--- config.mk ---
export PLATFORM = sky130hd
export DESIGN_NAME = bloco_operativo
export DESIGN_NICKNAME = d
export VERILOG_FILES = /design/src/rtl/bloco_pkg.sv /design/src/rtl/bloco_operativo_ula.sv /design/src/rtl/bloco_operativo.sv
export SDC_FILE = /design/constraint.sdc
export NUM_CORES = 1
export LEC_CHECK = 0
export BUFFER_PORTS_ARGS = -buffer_cell sky130_fd_sc_hd__buf_4
export CELL_PAD_IN_SITES_DETAIL_PLACEMENT = 0
export CELL_PAD_IN_SITES_GLOBAL_PLACEMENT = 1
export CORE_UTILIZATION = 25
export CTS_BUF_LIST = sky130_fd_sc_hd__clkbuf_4
export DETAILED_ROUTE_END_ITERATION = 8
export HOLD_SLACK_MARGIN = 0.06
export PLACE_DENSITY_LB_ADDON = 0.1
export SLEW_MARGIN = 40
export SYNTH_ARGS = -nofsm -noshare
export SYNTH_HDL_FRONTEND = slang
export SYNTH_SLANG_ARGS = --single-unit
--- constraint.sdc ---
create_clock -name clk -period 8 [get_ports clk]
set_input_delay 0.4 -clock clk [delete_from_list [all_inputs] [get_ports clk]]
set_output_delay 0.4 -clock clk [all_outputs]
set_load 0.01 [all_outputs]
--- src/rtl/bloco_pkg.sv ---
// Shared encodings for the bloco_operativo datapath and its controller.
package bloco_pkg;

    // X register input select.
    typedef enum logic [1:0] {
        SEL_X_ENTRADA = 2'b00,
        SEL_X_ULA     = 2'b01,
        SEL_X_S       = 2'b10,
        SEL_X_ZERO    = 2'b11
    } sel_x_t;

    // ALU operand A select.
    typedef enum logic [1:0] {
        SEL_A_X  = 2'b00,
        SEL_A_HR = 2'b01,
        SEL_A_S  = 2'b10,
        SEL_A_UM = 2'b11
    } sel_a_t;

    // ALU operand B select.
    typedef enum logic [1:0] {
        SEL_B_X       = 2'b00,
        SEL_B_HR      = 2'b01,
        SEL_B_ENTRADA = 2'b10,
        SEL_B_ZERO    = 2'b11
    } sel_b_t;

    // ALU operation.
    typedef enum logic {
        ULA_SOMA = 1'b0,
        ULA_SUB  = 1'b1
    } ula_op_t;

endpackage

--- src/rtl/bloco_operativo_ula.sv ---
// Add/subtract ALU; c is the carry out for a sum and the borrow for a difference.
module ula
    import bloco_pkg::*;
#(
    parameter int WIDTH = 8
) (
    input  logic [WIDTH-1:0] a,
    input  logic [WIDTH-1:0] b,
    input  ula_op_t          op,
    output logic [WIDTH-1:0] r,
    output logic             c
);

    logic [WIDTH:0] w_full;

    // Widen by one bit so the top bit is carry (sum) or borrow (a < b on subtract).
    always_comb begin
        if (op == ULA_SUB) begin
            w_full = {1'b0, a} - {1'b0, b};
        end else begin
            w_full = {1'b0, a} + {1'b0, b};
        end
    end

    assign r = w_full[WIDTH-1:0];
    assign c = w_full[WIDTH];

endmodule

--- src/rtl/bloco_operativo.sv ---
// Datapath stage: X/HR/S working registers, ALU, sticky overflow and
// edge-triggered result capture, all steered by blocoControle.
module bloco_operativo
    import bloco_pkg::*;
#(
    parameter int WIDTH = 8
) (
    input  logic             clk,
    input  logic             rst,
    input  logic [1:0]       M0,
    input  logic [1:0]       M1,
    input  logic [1:0]       M2,
    input  logic             LX,
    input  logic             LH,
    input  logic             LS,
    input  logic             H,
    input  logic             pronto,
    input  logic [WIDTH-1:0] entrada_a,
    input  logic [WIDTH-1:0] entrada_b,
    output logic [WIDTH-1:0] saida,
    output logic             saida_valida,
    output logic             zero,
    output logic             overflow
);

    logic [WIDTH-1:0] r_x;
    logic [WIDTH-1:0] r_hr;
    logic [WIDTH-1:0] r_s;
    logic [WIDTH-1:0] r_saida;
    logic             r_saida_valida;
    logic             r_overflow;
    logic             r_pronto_q;

    logic [WIDTH-1:0] w_a;
    logic [WIDTH-1:0] w_b;
    logic [WIDTH-1:0] w_x_next;
    logic [WIDTH-1:0] w_r;
    logic             w_c;
    logic             w_pronto_rise;
    logic             w_ovf_set;
    logic             w_ovf_clr;

    // Operand and X-input multiplexers.
    // NOTE: every signal gets a default before the case so no path leaves it unassigned (no latch).
    always_comb begin
        w_a      = '0;
        w_b      = '0;
        w_x_next = '0;

        case (sel_a_t'(M1))
            SEL_A_X:  w_a = r_x;
            SEL_A_HR: w_a = r_hr;
            SEL_A_S:  w_a = r_s;
            SEL_A_UM: w_a = WIDTH'(1);
        endcase

        case (sel_b_t'(M2))
            SEL_B_X:       w_b = r_x;
            SEL_B_HR:      w_b = r_hr;
            SEL_B_ENTRADA: w_b = entrada_b;
            SEL_B_ZERO:    w_b = '0;
        endcase

        case (sel_x_t'(M0))
            SEL_X_ENTRADA: w_x_next = entrada_a;
            SEL_X_ULA:     w_x_next = w_r;
            SEL_X_S:       w_x_next = r_s;
            SEL_X_ZERO:    w_x_next = '0;
        endcase
    end

    ula #(.WIDTH(WIDTH)) u_ula (
        .a  (w_a),
        .b  (w_b),
        .op (ula_op_t'(H)),
        .r  (w_r),
        .c  (w_c)
    );

    assign w_pronto_rise = pronto & ~r_pronto_q;
    assign w_ovf_set     = (LH | LS) & w_c;
    assign w_ovf_clr     = LX & (sel_x_t'(M0) == SEL_X_ENTRADA);

    // Working registers; each loads from the same pre-edge ALU result.
    // NOTE: non-blocking assignments so every register samples pre-edge values regardless of order.
    always_ff @(posedge clk or negedge rst) begin
        if (!rst) begin
            r_x  <= '0;
            r_hr <= '0;
            r_s  <= '0;
        end else begin
            if (LX) r_x  <= w_x_next;
            if (LH) r_hr <= w_r;
            if (LS) r_s  <= w_r;
        end
    end

    // Sticky overflow: set by a carry/borrow on an HR/S load, cleared by a new operand load; set wins.
    always_ff @(posedge clk or negedge rst) begin
        if (!rst) begin
            r_overflow <= 1'b0;
        end else if (w_ovf_set) begin
            r_overflow <= 1'b1;
        end else if (w_ovf_clr) begin
            r_overflow <= 1'b0;
        end
    end

    // Capture S on a rising pronto and emit a single-cycle valid pulse.
    always_ff @(posedge clk or negedge rst) begin
        if (!rst) begin
            r_pronto_q     <= 1'b0;
            r_saida        <= '0;
            r_saida_valida <= 1'b0;
        end else begin
            r_pronto_q     <= pronto;
            r_saida_valida <= w_pronto_rise;
            if (w_pronto_rise) r_saida <= r_s;
        end
    end

    assign saida        = r_saida;
    assign saida_valida = r_saida_valida;
    assign overflow     = r_overflow;
    assign zero         = (r_s == '0);

endmodule

==> impl_metrics.yaml <==
global_route:
  antenna_found_initial: 0
  grt_pass1_vias: 1951
  grt_pass1_wl_mm: 10.3
  grt-ovfl-total: 0
  grt_max_degree: 36
  track_usage_pct: 13.6
setup_path:
  cp-start-kind: "input port"
  cp_slowest_cell: "or4b_4"
  cpPeakStageDelay_ps: 500
  rrSetupSlack_ps: 4900
  r2r_cells: 14
  worst-path-stages: 14
  crit_chain: "buf_4 > nor2b_1 > a21oi_1 > ha_1 > nor2_1 > a21oi_1 > inv_1 > ha_1 > nor2b_1 > o21a_1 > o21a_1 > or4b_4 > a31oi_4 > a31o_1"
  crit_required_ps: 8280
  crit_type: "in -> reg"
  critPathBufInv: 2
  path_max_fanout: 9
  arrival_ps: 3580
  crit_family: "compound AO/OA/AOI/OAI gates"
  endpoint_kind: "flip-flop"
sta:
  maxSlewViolCount: 0
  hold_viol: 0
  worst_slew_pin_slew_ps: 566
  timing.final.crit_period_ps: 3300
  setup_ws_ps: 4700
  max_freq_mhz: 303
  slew_headroom_pct: 61.7
  finalClockSkew_ps: 14.3
  rsz0062_at_grt: "no"
  fin_tns_setup_ps: 0
  timing.final.crit_share_pct: 41.3
  setup-violations-final: 0
synth:
  syn_area_per_cell_um2: 9.79
  ys_ff_latch: 35
  synth_top_cell_area_share_pct: 37.0
  synth.area.top_cells: "dfrtp_1 (37%), mux2_2 (10%), mux2i_1 (9.7%)"
  yosysTopAreaCell: "dfrtp_1"
  syn_inst: 242
  synth_cell_types: 39
  synth.yosys.seq_area_share_pct: 37.0
  syn_nets: 282
  ys_warn_count: 0
  synth_area_um2: 2370
routing:
  viasPerCell: 4.93
  routed_wl_mm: 6.44
  drc: 0
  wire_per_inst_um: 16.6
  drt_pre_antenna_iters: 5
  drtIter0Drc: 51
  drtAntennaViolNets: 0
  num_vias: 1911
clock_tree:
  path_clk_slew_ps: 120
  hold_buffers: 1
  cts_buffers: 5
  clk_latency_ps: 340
  clock_path_buffers: 2
  tritoncts: "yes"
  htreeDepth: 2
  cts.repair.resized: 0
  cts.sinks: 35
  cts_setup_buffers: 0
  cts_root_buffer: "clkbuf_4"
die:
  die_w_um: 99.4
  core_area_um2: 9200
  die_h_um: 99.4
  io_pins: 40
  dieArea_um2: 9870
  start_util_pct: 25.8
  num_rows: 35
power_and_ir_drop:
  ir_drop_uv: 112
  p_per_area_nw_per_um2: 344
  combPwrFrac_pct: 55.8
  swShare_pct: 43.7
  leakage_uw: 0.00125
  fin_total_pwr_uw: 968
  p_seq_share_pct: 34.1
  p_clk_share_pct: 10.1
  power.switching_uw: 423
  p_int_uw: 544
place:
  dp_slack_ps: 4370
  gp_congestion: 0.719
  dp_hpwl_mm: 5.15
  place_inst: 379
  io_buffers: 39
final_layout:
  syn_to_final_growth_pct: 18.6
  layout_commonest_cell: "buf_4"
  layout.cells.non_filler: 388
  layout-drive-gt1-share_pct: 26.4
  nNetsFinal: 316
  antenna_cells: 0
  fillers: 968
  final_cell_mix: "buf_4 (39), dfrtp_1 (35), nor2_1 (26)"
job:
  maxCapViolCount: 0
min_path:
  min_path_cells: 1
  min_path_type: "in -> reg"
run_status:
  status: "finished clean"
==> area by class of cell <==
cell class	instances	area [µm²]	share of cell area, %
Inverter	11	41.3	1.47
Timing Repair Buffer	40	303	10.8
Sequential cell	35	876	31.2
Clock buffer	5	37.5	1.34
Tap cell	111	139	4.94
Clock inverter	3	20.0	0.712
Multi-Input combinational cell	183	1400	49.6
==> per-layer routing <==
metal / GRT usage, % / vias to the layer above / share of wire (%)
li1: - / 933 / -
met1: 18.6 / 920 / 48
met2: 22.3 / 44 / 48
met3: 1.69 / 14 / 3.0
met4: 4.30 / 0 / 1.8
met5: 0 / - / 0
==> metrics by stage <==
step | hold WS, ps | area [µm²] | utilization (%)
6_report | 165 | 2810 | 30.6
5_1_grt | 133 | 2810 | 30.6
4_1_cts | 147 | 2810 | 30.6
3_5_place_dp | 394 | 2740 | 29.8
3_3_place_gp | 397 | 2740 | 29.8
2_1_floorplan | 104 | 2370 | -
==> sequential cells by signal, summed over array words and instances (netlist names) <==
register,flops
overflow,1
r_hr,8
r_pronto_q,1
r_s,8
r_x,8
saida,8
saida_valida,1
==> worst register-to-register path: cells and delay by family, from the launching register on <==
family / cells / cell delay [ps]
compound gates: 6 / 1230
simple gates: 4 / 740
fa+ha+maj: 2 / 440
flops: 1 / 420
mux: 1 / 140
buf+inv: 1 / 80
==> power groups by stage <==
stage	clock network, µW	logic (µW)	registers [µW]
2_1_floorplan	0	377	317
3_3_place_gp	0	543	337
3_5_place_dp	0	536	337
4_1_cts	104	541	333
5_1_grt	113	598	344
6_report	97.7	540	330
==> final timing paths <==
path	start	to
setup / recovery	M2[1]	r_x[7]$_DFFE_PN0P_
hold / removal	pronto	r_pronto_q$_DFF_PN0_
setup reg to reg	r_x[1]$_DFFE_PN0P_	r_x[7]$_DFFE_PN0P_
hold reg to reg	saida[6]$_DFFE_PN0P_	saida[6]$_DFFE_PN0P_
max in group asynchronous	rst	r_s[0]$_DFFE_PN0P_
min in group asynchronous	rst	saida[6]$_DFFE_PN0P_
==> cells by family (layout without fill, tap and decap cells) <==
| group | after synthesis | count (layout) | share of synthesized area [%] |
|---|---|---|---|
| simple gates | 59 | 59 | 12.4 |
| compound gates | 56 | 56 | 15.5 |
| mux | 47 | 47 | 21.1 |
| flops | 35 | 35 | 37.0 |
| buf+inv | 24 | 59 | 4.17 |
| fa+ha+maj | 11 | 11 | 6.12 |
| xor+xnor | 10 | 10 | 3.70 |
==> cells in the mapped netlist, drive strengths merged <==
cell and count:
nand3 1, dfrtp 35, o2bb2ai 5, nand2b 5, xnor2 5, a31o 2, nand3b 1, mux2 24
ha 10, nand2 9, fa 1, o21a 2, o21ai 12, clkbuf 10, a31oi 6, buf 3
inv 11, nor2b 9, o211ai 2, a311oi 2, a21oi 18, and4 1, nor2 26, nor3 4
xor2 5, a221oi 1, or4 2, o22ai 3, o311ai 1, a21o 1, a41oi 1, or4b 1
mux2i 23
No activity file was read; power rests on OpenSTA's default activity.
